--- config.mk ---
export PLATFORM = sky130hd
export DESIGN_NAME = uart_tx_arbiter
export DESIGN_NICKNAME = d
export VERILOG_FILES = /design/src/rtl/uart_arb_pkg.sv /design/src/rtl/rr_pick.sv /design/src/rtl/uart_tx_arbiter.sv
export SDC_FILE = /design/constraint.sdc
export NUM_CORES = 1
export LEC_CHECK = 0
export CORE_UTILIZATION = 27
export CTS_CLUSTER_DIAMETER = 30
export DETAILED_ROUTE_END_ITERATION = 16
export PLACE_DENSITY = 0.43
export REMOVE_ABC_BUFFERS = 1
export SKIP_CTS_REPAIR_TIMING = 1
export SLEW_MARGIN = 20
export SYNTH_ARGS = -nofsm -noshare
export SYNTH_HDL_FRONTEND = slang
export SYNTH_SLANG_ARGS = --single-unit
--- constraint.sdc ---
create_clock -name i_clk -period 3.3 [get_ports i_clk]
set_clock_uncertainty 0.1 [all_clocks]
set_input_delay 0.33 -clock i_clk [delete_from_list [all_inputs] [get_ports i_clk]]
set_output_delay 0.33 -clock i_clk [all_outputs]
set_load 0.02 [all_outputs]
--- src/rtl/uart_arb_pkg.sv ---
// Shared definitions for the UART transmit arbiter: FSM encoding, byte width
// and the default lock timeout (100 ms at 27 MHz).
package uart_arb_pkg;

    typedef enum logic [1:0] {
        ST_IDLE  = 2'b00,
        ST_ISSUE = 2'b01,
        ST_GAP   = 2'b10
    } arb_state_e;

    localparam int UART_BYTE_W          = 8;
    localparam int DEFAULT_LOCK_TIMEOUT = 2700000;

endpackage

--- src/rtl/rr_pick.sv ---
// Combinational round-robin picker: one-hot grant to the first request found
// above the pointer, wrapping back to index 0.
module rr_pick #(
    parameter int N     = 2,
    parameter int PTR_W = $clog2(N)
) (
    input  logic [N-1:0]     i_req,
    input  logic [PTR_W-1:0] i_ptr,
    output logic [N-1:0]     o_grant,
    output logic             o_found
);

    // Two constant-index passes (above the pointer, then at/below it) express
    // the modulo wrap without a variable rotate.
    always_comb begin
        o_grant = '0;
        o_found = 1'b0;
        for (int i = 0; i < N; i++) begin
            if (!o_found && i_req[i] && (i > int'(i_ptr))) begin
                o_grant[i] = 1'b1;
                o_found    = 1'b1;
            end
        end
        for (int i = 0; i < N; i++) begin
            if (!o_found && i_req[i] && (i <= int'(i_ptr))) begin
                o_grant[i] = 1'b1;
                o_found    = 1'b1;
            end
        end
    end

endmodule

--- src/rtl/uart_tx_arbiter.sv ---
// Round-robin, packet-locked arbiter sharing one uart_tx between byte sources
// (requester 0: SPI echo path, requester 1: periodic string sender).
module uart_tx_arbiter
    import uart_arb_pkg::*;
#(
    parameter int NUM_REQ      = 2,
    parameter int LOCK_TIMEOUT = DEFAULT_LOCK_TIMEOUT
) (
    input  logic                           i_clk,
    input  logic                           i_reset,
    input  logic [NUM_REQ-1:0]             i_req_valid,
    input  logic [NUM_REQ-1:0]             i_req_last,
    input  logic [UART_BYTE_W*NUM_REQ-1:0] i_req_data,
    output logic [NUM_REQ-1:0]             o_req_ack,
    input  logic                           i_uart_fifo_ready,
    output logic                           o_start_uart,
    output logic [UART_BYTE_W-1:0]         o_uart_tx_data,
    output logic [NUM_REQ-1:0]             o_grant,
    output logic                           o_busy,
    output logic                           o_lock_timeout
);

    localparam int PTR_W = $clog2(NUM_REQ);
    localparam int CNT_W = $clog2(LOCK_TIMEOUT + 1);
    localparam logic [CNT_W-1:0] CNT_LAST = CNT_W'(LOCK_TIMEOUT - 1);

    arb_state_e             r_state, w_state_nxt;
    logic [PTR_W-1:0]       r_ptr, w_ptr_nxt;
    logic [CNT_W-1:0]       r_cnt, w_cnt_nxt;
    logic [NUM_REQ-1:0]     r_grant, w_grant_nxt;
    logic [NUM_REQ-1:0]     r_ack, w_ack_nxt;
    logic                   r_busy, w_busy_nxt;
    logic                   r_start, w_start_nxt;
    logic                   r_tmo, w_tmo_nxt;
    logic                   r_last, w_last_nxt;
    logic [UART_BYTE_W-1:0] r_data, w_data_nxt;

    logic [NUM_REQ-1:0]     w_pick;
    logic                   w_found;
    logic                   w_own_valid;
    logic                   w_own_last;
    logic [UART_BYTE_W-1:0] w_own_data;
    logic [PTR_W-1:0]       w_own_idx;

    rr_pick #(
        .N     (NUM_REQ),
        .PTR_W (PTR_W)
    ) u_pick (
        .i_req   (i_req_valid),
        .i_ptr   (r_ptr),
        .o_grant (w_pick),
        .o_found (w_found)
    );

    // The one-hot grant selects the owner's valid, last flag and byte.
    always_comb begin
        w_own_valid = |(i_req_valid & r_grant);
        w_own_last  = |(i_req_last & r_grant);
        w_own_data  = '0;
        w_own_idx   = '0;
        for (int i = 0; i < NUM_REQ; i++) begin
            if (r_grant[i]) begin
                w_own_data = w_own_data | i_req_data[i*UART_BYTE_W +: UART_BYTE_W];
                w_own_idx  = PTR_W'(i);
            end
        end
    end

    always_comb begin
        w_state_nxt = r_state;
        w_ptr_nxt   = r_ptr;
        w_cnt_nxt   = r_cnt;
        w_grant_nxt = r_grant;
        w_busy_nxt  = r_busy;
        w_last_nxt  = r_last;
        w_data_nxt  = r_data;
        w_start_nxt = 1'b0;
        w_ack_nxt   = '0;
        w_tmo_nxt   = 1'b0;

        case (r_state)
            ST_IDLE: begin
                if (i_uart_fifo_ready && w_found) begin
                    w_grant_nxt = w_pick;
                    w_busy_nxt  = 1'b1;
                    w_cnt_nxt   = '0;
                    w_state_nxt = ST_ISSUE;
                end
            end
            ST_ISSUE: begin
                // A ready-stall with valid high holds the counter; only a silent owner ages the lock.
                if (w_own_valid && i_uart_fifo_ready) begin
                    w_data_nxt  = w_own_data;
                    w_start_nxt = 1'b1;
                    w_ack_nxt   = r_grant;
                    w_last_nxt  = w_own_last;
                    w_cnt_nxt   = '0;
                    w_state_nxt = ST_GAP;
                end else if (r_cnt == CNT_LAST) begin
                    w_tmo_nxt   = 1'b1;
                    w_ptr_nxt   = w_own_idx;
                    w_grant_nxt = '0;
                    w_busy_nxt  = 1'b0;
                    w_state_nxt = ST_IDLE;
                end else if (!w_own_valid && (r_cnt < CNT_LAST)) begin
                    w_cnt_nxt = r_cnt + 1'b1;
                end
            end
            ST_GAP: begin
                if (r_last) begin
                    w_ptr_nxt   = w_own_idx;
                    w_grant_nxt = '0;
                    w_busy_nxt  = 1'b0;
                    w_state_nxt = ST_IDLE;
                end else begin
                    w_state_nxt = ST_ISSUE;
                end
            end
            default: begin
                w_grant_nxt = '0;
                w_busy_nxt  = 1'b0;
                w_state_nxt = ST_IDLE;
            end
        endcase
    end

    always_ff @(posedge i_clk) begin
        if (i_reset) begin
            r_state <= ST_IDLE;
            r_ptr   <= PTR_W'(NUM_REQ - 1);
            r_cnt   <= '0;
            r_grant <= '0;
            r_ack   <= '0;
            r_busy  <= 1'b0;
            r_start <= 1'b0;
            r_tmo   <= 1'b0;
            r_last  <= 1'b0;
            r_data  <= '0;
        end else begin
            r_state <= w_state_nxt;
            r_ptr   <= w_ptr_nxt;
            r_cnt   <= w_cnt_nxt;
            r_grant <= w_grant_nxt;
            r_ack   <= w_ack_nxt;
            r_busy  <= w_busy_nxt;
            r_start <= w_start_nxt;
            r_tmo   <= w_tmo_nxt;
            r_last  <= w_last_nxt;
            r_data  <= w_data_nxt;
        end
    end

    assign o_req_ack      = r_ack;
    assign o_start_uart   = r_start;
    assign o_uart_tx_data = r_data;
    assign o_grant        = r_grant;
    assign o_busy         = r_busy;
    assign o_lock_timeout = r_tmo;

endmodule
==> metrics.cfg, run 1 <==
[outcome]
status = completed

[power_and_ir_drop]
switching_share_pct = 27.24
seqPwrFrac_pct = 52.2
power_frac_comb_pct = 13.2
peakVddDrop_v = 0.0001514
finalPower_mw = 0.9710
p_leak_nw = 0.8805
switchingPower_mw = 0.2645
p_int_mw = 0.7065
p_per_area_nw_per_um2 = 355.5
p_clk_share_pct = 34.6

[drt]
routed_wl_mm = 6.448
wl_per_cell_um = 16.37
dr.pass1.iters = 4
num_vias = 2121
drt_iter0_drc = 95
ant_nets = 0
remaining_drc_errors = 0
viasPerCell = 5.383

[timing]
min_period_ps = 2580
slew_headroom_pct = 57.47
tightest_slew_ps = 635.0
hold_viol = 0
finalSetupTns_ps = 0
finalMaxSlewViolations = 0
setup_violations = 0
rsz0062_at_grt = no
max_freq_mhz = 387.6
fin_crit_sh_pct = 78.19

[worst_setup_path]
crit_type = flop to flop
r2r_cells = 5
r2r_end = r_cnt[14]
endpoint_kind = flop
crit_required_ps = 3390
crit_path_cell_trace = or3_1, or4_1, o211ai_2, nor2_2, a221o_1
cp_slowest_cell = or4_1
cp_max_fo = 10
worst_setup_path_start_kind = flop
regToRegSetupSlack_ps = 720
cp_slowest_stage_delay_ps = 600
cp.arrival_ps = 2670
worstReg2RegStart = r_cnt[17]

[placement]
dp_hpwl_mm = 4.638
place_area_sq_um = 2649
placed_cells = 386
portBuffers = 37
routabilityCongestion = 0.8023

[floorplan]
core_sq_um = 7767
die_y_um = 91.85
die_x_um = 91.85
io-pin-count = 38
dieArea_sq_um = 8436
num_rows = 32
start_util_pct = 28.06

[synthesis]
synth_top_area_cell = dfxtp_1
synth_area_leaders = dfxtp_1 (38%), nand3_1 (3.7%), a211oi_1 (3.4%)
synth_area_sq_um = 2180
ys.flop_type = dfxtp_1
synth_edf_count = 0
synth_top_area_share_pct = 37.66
synthArstFlopShare_pct = 0
avgSynthCellArea_sq_um = 8.481
yosys.cell_types.count = 58
seq_area_frac_synth_pct = 37.66
ys.warnings.count = 0
yosys_register_bits = 41
synth_cells = 257

[clock_network]
clkTransAtPathRegs_ps = 90
cts.sinks = 41
cts.htree.levels = 2
clockBufferDepth = 2
cts_root_buffer = clkbuf_8
insertion_delay_ps = 300
tritoncts = built
cts_buffers = 5

[hold_path]
hold_path_depth = 1
hold-path-endpoint = o_busy
hp-start = o_busy
hold_path.class = flop to flop

[finish]
final_common_cell = dfxtp_1
nNetsFinal = 315
layout_common_cells = dfxtp_1 (41), clkdlybuf4s50_1 (37), nand2_1 (19)
fin_area_sq_um = 2731
syn_to_final_growth_pct = 25.32
antenna_cells = 0
drive_above_1_share_pct = 8.904
fin_cells = 394

[run]
drv_cap = 0

[global_routing]
antenna_found_initial = 0
grt_pass1_wl_mm = 10.45
grt_pass1_vias = 1905
grt_use_total_pct = 15.76
grt_max_degree = 21
gr-total-overflow = 0

==> cell usage after synthesis (3+ instances only) <==
master    count
a211oi_1     10
a21o_1        5
a21oi_1       5
a22oi_1      10
a31oi_1       6
and2_1        4
and3_1        7
and4_1        3
clkbuf_1     11
dfxtp_1      41
inv_1         5
nand2_1      19
nand2b_1      4
nand3_1      16
nand4_1       3
nor2_1       18
nor3_1       11
nor4_1        8
o21a_1        4
o21ai_0       8
o22a_1        6
or3_1         4
==> stage by stage <==
step | setup slack (ps) | hold slack [ps] | util (%)
5_1_grt | 618.4 | 390.4 | 35.16
4_1_cts | 748.4 | 373.9 | 35.16
3_5_place_dp | 673.3 | 347.7 | 34.10
3_3_place_gp | 628.3 | 346.2 | 34.10
2_1_floorplan | 1053 | 299.1 | -
6_report | 719.9 | 365.7 | 35.16
==> logic make-up after synthesis <==
| group | after synthesis | share of synthesized area (%) |
|---|---|---|
| muxes | 3 | 1.435 |
| adders and majority gates | 1 | 0.5740 |
| and+or+nand+nor | 109 | 26.98 |
| buffers and inverters | 20 | 3.903 |
| AOI/OAI and AO/OA | 83 | 29.45 |
| DFF | 41 | 37.66 |
==> critical path: cells and delay by family, from the launching register on <==
kind               cells  cell delay [ps]
AOI/OAI and AO/OA      2              860
DFF                    1              350
and+or+nand+nor        3             1150
==> layout make-up <==
class / instances / area [sq um]
Fill cell: 835 / 5036
Multi-Input combinational cell: 196 / 1274
Sequential cell: 41 / 820.8
Timing Repair Buffer: 42 / 407.9
Tap cell: 102 / 127.6
Clock buffer: 6 / 72.57
Inverter: 5 / 18.77
Clock inverter: 2 / 10.01
==> registers in the layout (all words and copies together), names as in the netlist <==
register / cells
r_cnt: 22
o_lock_timeout: 1
o_busy: 1
o_req_ack: 2
o_uart_tx_data: 8
r_last: 1
o_grant: 2
r_ptr: 1
o_start_uart: 1
r_state: 2
==> worst max-delay path by stage <==
stage	from	to	slack [ps]	depth (start not counted)
after floorplan	r_cnt[17]	r_cnt[7]	1050	5
after global placement	i_req_valid[0]	o_grant[1]	630	6
after detailed placement	i_req_valid[0]	r_ptr	670	6
after CTS	r_cnt[17]	r_cnt[14]	750	5
after global routing	r_cnt[17]	r_cnt[14]	620	5
final	r_cnt[17]	r_cnt[14]	720	5
==> power groups by stage <==
stage               sequential [mW]  clock [mW]  combinational, mW
floorplan                     0.525           0             0.0564
global placement              0.518           0              0.131
detailed placement            0.518           0              0.128
CTS                           0.507       0.349              0.129
global route                  0.508       0.374              0.139
finish                        0.506       0.336              0.129
==> metal layers <==
metal / part of all wire, % / GRT usage (%) / vias to the layer above
met1: 49 / 23.20 / 997
met4: 0.99 / 4.036 / 0
met5: 0 / 0 / -
li1: - / - / 1070
met2: 46 / 23.51 / 47
met3: 4.3 / 2.736 / 7
No activity file was read; power rests on OpenSTA's default activity.
==> inputs of run 2 (changes only) <==
--- a/config.mk
+++ b/config.mk
@@ -8,7 +8,7 @@
 export CORE_UTILIZATION = 27
 export CTS_CLUSTER_DIAMETER = 30
 export DETAILED_ROUTE_END_ITERATION = 16
-export PLACE_DENSITY = 0.43
+export PLACE_DENSITY = 0.45
 export REMOVE_ABC_BUFFERS = 1
 export SKIP_CTS_REPAIR_TIMING = 1
 export SLEW_MARGIN = 20
==> constraint.sdc (replaced) <==
create_clock -name i_clk -period 2.2 [get_ports i_clk]
set_clock_uncertainty 0.1 [all_clocks]
set_input_delay 0.22 -clock i_clk [delete_from_list [all_inputs] [get_ports i_clk]]
set_output_delay 0.22 -clock i_clk [all_outputs]
set_load 0.02 [all_outputs]
==> metrics.cfg, run 2 (synthesis gave the netlist of run 1 again) <==
[drt]
remaining_drc_errors = 0  ; unchanged
wl_per_cell_um = 15.37  ; -6.1%
viasPerCell = 5.221  ; -3.0%
drt_iter0_drc = 79  ; -17%
routed_wl_mm = 6.731  ; +4.4%
dr.pass1.iters = 4  ; unchanged
ant_nets = 0  ; unchanged
num_vias = 2287  ; +7.8%

[timing]
setup_violations = 0  ; unchanged
slew_headroom_pct = 63.16  ; +5.7 points
max_freq_mhz = 465.7  ; +20%
min_period_ps = 2147  ; -432.8 ps
holdWs_ps = 359.1  ; -6.527 ps
hold_viol = 0  ; unchanged
tightest_slew_ps = 547.6  ; -87.43 ps
rsz0062_at_grt = yes
finalMaxSlewViolations = 0  ; unchanged
fin_crit_sh_pct = 97.60  ; +19 points

[finish]
syn_to_final_growth_pct = 49.20
antenna_cells = 0  ; unchanged
largest_reg_flops = 22  ; unchanged
layout_common_cells = buf_4 (47), dfxtp_1 (40), clkdlybuf4s50_1 (37)
top_register = r_cnt
drive_above_1_share_pct = 26.49  ; +18 points
nNetsFinal = 359  ; +14%
fin_cells = 438  ; +11%
final_common_cell = buf_4

[floorplan]
start_util_pct = 28.06  ; unchanged
die_y_um = 91.85  ; unchanged
io-pin-count = 38  ; unchanged
core_sq_um = 7767  ; unchanged
dieArea_sq_um = 8436  ; unchanged
die_x_um = 91.85  ; unchanged
num_rows = 32  ; unchanged

[placement]
portBuffers = 37  ; unchanged
routabilityCongestion = 0.8584  ; +7.0%
dp_hpwl_mm = 5.094  ; +9.8%
placed_cells = 429  ; +11%

[worst_setup_path]
cp-endpoint = r_cnt[14]
crit_start = r_cnt[17]
r2r_end = r_cnt[14]
endpoint_kind = flop
worst_setup_path_start_kind = flop
cp_max_fo = 5  ; -5
r2r_cells = 5  ; unchanged
crit_type = flop to flop
regToRegSetupSlack_ps = 50  ; -670 ps
crit_required_ps = 2280  ; -1110 ps
worstReg2RegStart = r_cnt[17]
cp.arrival_ps = 2230  ; -440 ps

[global_routing]
grt_pass1_wl_mm = 11.20  ; +7.2%
grt_pass1_vias = 2198  ; +15%
grt_util_met2_pct = 27.24  ; +3.7 points
gr-total-overflow = 0  ; unchanged
busiest_layer = met2
use_met1_pct = 22.53  ; -0.67 points
grt_max_degree = 21  ; unchanged
use_met3_pct = 3.234  ; +0.50 points
grt_use_total_pct = 16.80  ; +1.0 points
antenna_found_initial = 0  ; unchanged

[clock_network]
cts.sinks = 41  ; unchanged
clkTransAtPathRegs_ps = 80  ; about the same
cts.htree.levels = 2  ; unchanged
insertion_delay_ps = 290  ; about the same
clockBufferDepth = 2  ; unchanged
cts_buffers = 5  ; unchanged
cts_root_buffer = clkbuf_8
tritoncts = built

[run]
drv_cap = 0  ; unchanged

[outcome]
status = completed

[hold_path]
hold_path.class = flop to flop

[power_and_ir_drop]
finalPower_mw = 1.722  ; +77%
p_per_area_nw_per_um2 = 529.6  ; +49%
p_leak_nw = 1.136  ; +29%
peakVddDrop_v = 0.0003039  ; +100%

-- run 2: routing by layer --
metal  share of wire (%)  up-vias
met5                   0        -
met4                0.95        0
met3                 3.0        6
met2                  47       39
met1                  49     1087
li1                    -     1155
-- run 2: final cells by class --
cell class | instances | area (sq um)
Sequential cell | 41 | 822.0
Fill cell | 815 | 4516
Clock inverter | 3 | 65.06
Multi-Input combinational cell | 196 | 1395
Tap cell | 102 | 127.6
Clock buffer | 5 | 68.82
Timing Repair Buffer | 86 | 754.5
Inverter | 5 | 18.77
-- run 2: metrics by stage --
step	utilization, %	setup slack (ps)	setup TNS (ps)	area (sq um)
floorplan	-	-46.79	-119.8	2113
global placement	38.42	-112.5	-712.0	2984
detailed placement	38.42	-118.3	-1247	2984
CTS	40.14	-133.7	-1506	3118
global route	41.87	-49.24	-123.6	3252
finish	41.87	52.72	0	3252
-- run 2: where the power goes --
group / internal (mW) / leakage [nW] / total (mW) / switching (mW)
registers: 0.751 / 0.332 / 0.760 / 0.00861
logic: 0.126 / 0.736 / 0.244 / 0.119
clock network: 0.451 / 0.0681 / 0.718 / 0.267
-- run 2: how the worst min path moves through the flow --
| stage | cells past startpoint | slack, ps | startpoint | to |
|---|---|---|---|---|
| 3_5_place_dp | 1 | 340 | o_busy | o_busy |
| 3_3_place_gp | 1 | 350 | o_busy | o_busy |
| 6_report | 1 | 360 | o_busy | o_busy |
| 4_1_cts | 1 | 370 | o_busy | o_busy |
| 2_1_floorplan | 1 | 190 | i_reset | r_state[0] |
| 5_1_grt | 1 | 390 | o_busy | o_busy |
-- run 2: worst max-delay path: stages (launching register included) --
cell and delay [ps]:
dfxtp_2 320, or3_4 370, or4_4 500, o211ai_4 300, nor2_2 140, a221o_1 310
==> inputs of run 3 (changes only) <==
--- a/config.mk
+++ b/config.mk
@@ -8,7 +8,8 @@
 export CORE_UTILIZATION = 27
 export CTS_CLUSTER_DIAMETER = 30
 export DETAILED_ROUTE_END_ITERATION = 16
-export PLACE_DENSITY = 0.45
+export DONT_BUFFER_PORTS = 1
+export PLACE_DENSITY = 0.39
 export REMOVE_ABC_BUFFERS = 1
 export SKIP_CTS_REPAIR_TIMING = 1
 export SLEW_MARGIN = 20
==> metrics.cfg, run 3 (synthesis gave the netlist of run 1 again) <==
[clock_network]
cts.sinks = 41  ; unchanged
insertion_delay_ps = 300  ; about the same
tritoncts = built
clkTransAtPathRegs_ps = 90  ; about the same
clockBufferDepth = 2  ; unchanged
cts_root_buffer = clkbuf_8
cts_buffers = 5  ; unchanged
cts.htree.levels = 2  ; unchanged

[timing]
max_freq_mhz = 462.4  ; -0.71%
hold_viol = 0  ; unchanged
slew_headroom_pct = 58.98  ; -4.2 points
tightest_slew_ps = 608.9  ; +61.33 ps
fin_crit_sh_pct = 98.31  ; +0.70 points
min_period_ps = 2163  ; +15.43 ps
finalMaxSlewViolations = 0  ; unchanged
setup_violations = 0  ; unchanged

[worst_setup_path]
cp_max_fo = 5  ; unchanged
cp.arrival_ps = 2280  ; +50 ps
crit_required_ps = 2320  ; +40 ps
endpoint_kind = flop
crit_type = flop to flop
worst_setup_path_start_kind = flop

[global_routing]
grt_use_total_pct = 16.05  ; -0.76 points
antenna_found_initial = 0  ; unchanged
grt_max_degree = 22  ; +4.8%
grt_pass1_vias = 2014  ; -8.4%
gr-total-overflow = 0  ; unchanged
grt_pass1_wl_mm = 10.58  ; -5.5%

[finish]
layout_common_cells = buf_4 (42), dfxtp_1 (40), nand2_1 (19)
nNetsFinal = 319  ; -11%
antenna_cells = 0  ; unchanged
syn_to_final_growth_pct = 29.79
fin_area_sq_um = 2829  ; -13%
top_register = r_cnt
final_common_cell = buf_4
fin_cells = 398  ; -9.1%
drive_above_1_share_pct = 26.69  ; +0.20 points
largest_reg_flops = 22  ; unchanged

[placement]
portBuffers = 0  ; -100%
routabilityCongestion = 0.8241  ; -4.0%
dp_hpwl_mm = 4.966  ; -2.5%
place_area_sq_um = 2576  ; -14%
placed_cells = 387  ; -9.8%

[power_and_ir_drop]
p_int_mw = 1.281  ; -3.5%
switching_share_pct = 24.17  ; +1.2 points
seqPwrFrac_pct = 45.2  ; +1.1 points
p_clk_share_pct = 44.4  ; +2.7 points
p_leak_nw = 0.9881  ; -13%
switchingPower_mw = 0.4082  ; +3.4%
power_frac_comb_pct = 10.3  ; -3.9 points
p_per_area_nw_per_um2 = 597.1  ; +13%
peakVddDrop_v = 0.0002072  ; -32%

[drt]
wl_per_cell_um = 17.16  ; +12%
dr.pass1.iters = 4  ; unchanged
num_vias = 2143  ; -6.3%
routed_wl_mm = 6.828  ; +1.4%
viasPerCell = 5.384  ; +3.1%
remaining_drc_errors = 0  ; unchanged
ant_nets = 0  ; unchanged
drt_iter0_drc = 141  ; +78%

[floorplan]
start_util_pct = 28.06  ; unchanged
dieArea_sq_um = 8436  ; unchanged
core_sq_um = 7767  ; unchanged
io-pin-count = 38  ; unchanged
num_rows = 32  ; unchanged
die_y_um = 91.85  ; unchanged
die_x_um = 91.85  ; unchanged

[run]
drv_cap = 0  ; unchanged

[outcome]
status = completed

[hold_path]
hold_path.class = input pin to flop

-- run 3: cell count changes in the layout (fill, tap and decap cells not counted), sizes merged --
cell and change:
buf -6, clkdlybuf4s50 -37, clkinv -1, dlygate4sd3 +3
inv +1
-- run 3: metal layers --
metal,up-vias,GRT usage (%),routed length (um)
met3,14,2.985,297
met1,996,21.56,3255
met2,57,25.37,3129
met5,-,0,0
li1,1076,-,-
met4,0,6.120,145
-- run 3: critical path: stages, from the launching register on --
cell	delay, ps
dfxtp_2	330
or3_4	380
or4_4	480
o2111a_2	320
or2_4	290
a31oi_2	180
-- run 3: per-stage QoR --
| step | setup TNS, ps | setup WS, ps | hold WS, ps | power (mW) | utilization, % |
|---|---|---|---|---|---|
| 3_3_place_gp | -341.7 | -105.3 | 195.4 | 0.9379 | 33.17 |
| 5_1_grt | -39.12 | -21.71 | 0.2971 | 1.756 | 36.42 |
| 3_5_place_dp | -427.0 | -87.35 | 196.1 | 0.9369 | 33.17 |
| 4_1_cts | -976.1 | -121.9 | -132.7 | 1.700 | 34.94 |
| 2_1_floorplan | -119.8 | -46.79 | 189.1 | 0.8715 | - |
| 6_report | 0 | 37.29 | 3.597 | 1.689 | 36.42 |
-- run 3: path summary, 6_finish.rpt --
kind              slack [ps]      start        to  depth (start not counted)
setup / recovery          40  r_cnt[17]  r_cnt[9]                          5
setup reg to reg          40  r_cnt[17]  r_cnt[9]                          5
hold reg to reg          380      r_ptr     r_ptr                          1
hold / removal             4    i_reset  r_cnt[1]                          2
-- run 3: cell type report --
class	instances	area [sq um]
fillers	828	4938
multi-input cells	196	1358
flip-flops and latches	41	822.0
repair buffers	46	365.4
well taps	102	127.6
clock buffers	5	68.82
clock inverters	3	68.82
inverters	5	18.77
-- run 3: power by group through the flow --
| stage | clock (mW) | combinational [mW] | sequential [mW] |
|---|---|---|---|
| finish | 0.750 | 0.175 | 0.764 |
| global route | 0.801 | 0.189 | 0.766 |
| CTS | 0.780 | 0.156 | 0.764 |
| detailed placement | 0 | 0.155 | 0.782 |
| global placement | 0 | 0.156 | 0.782 |
| floorplan | 0 | 0.0847 | 0.787 |
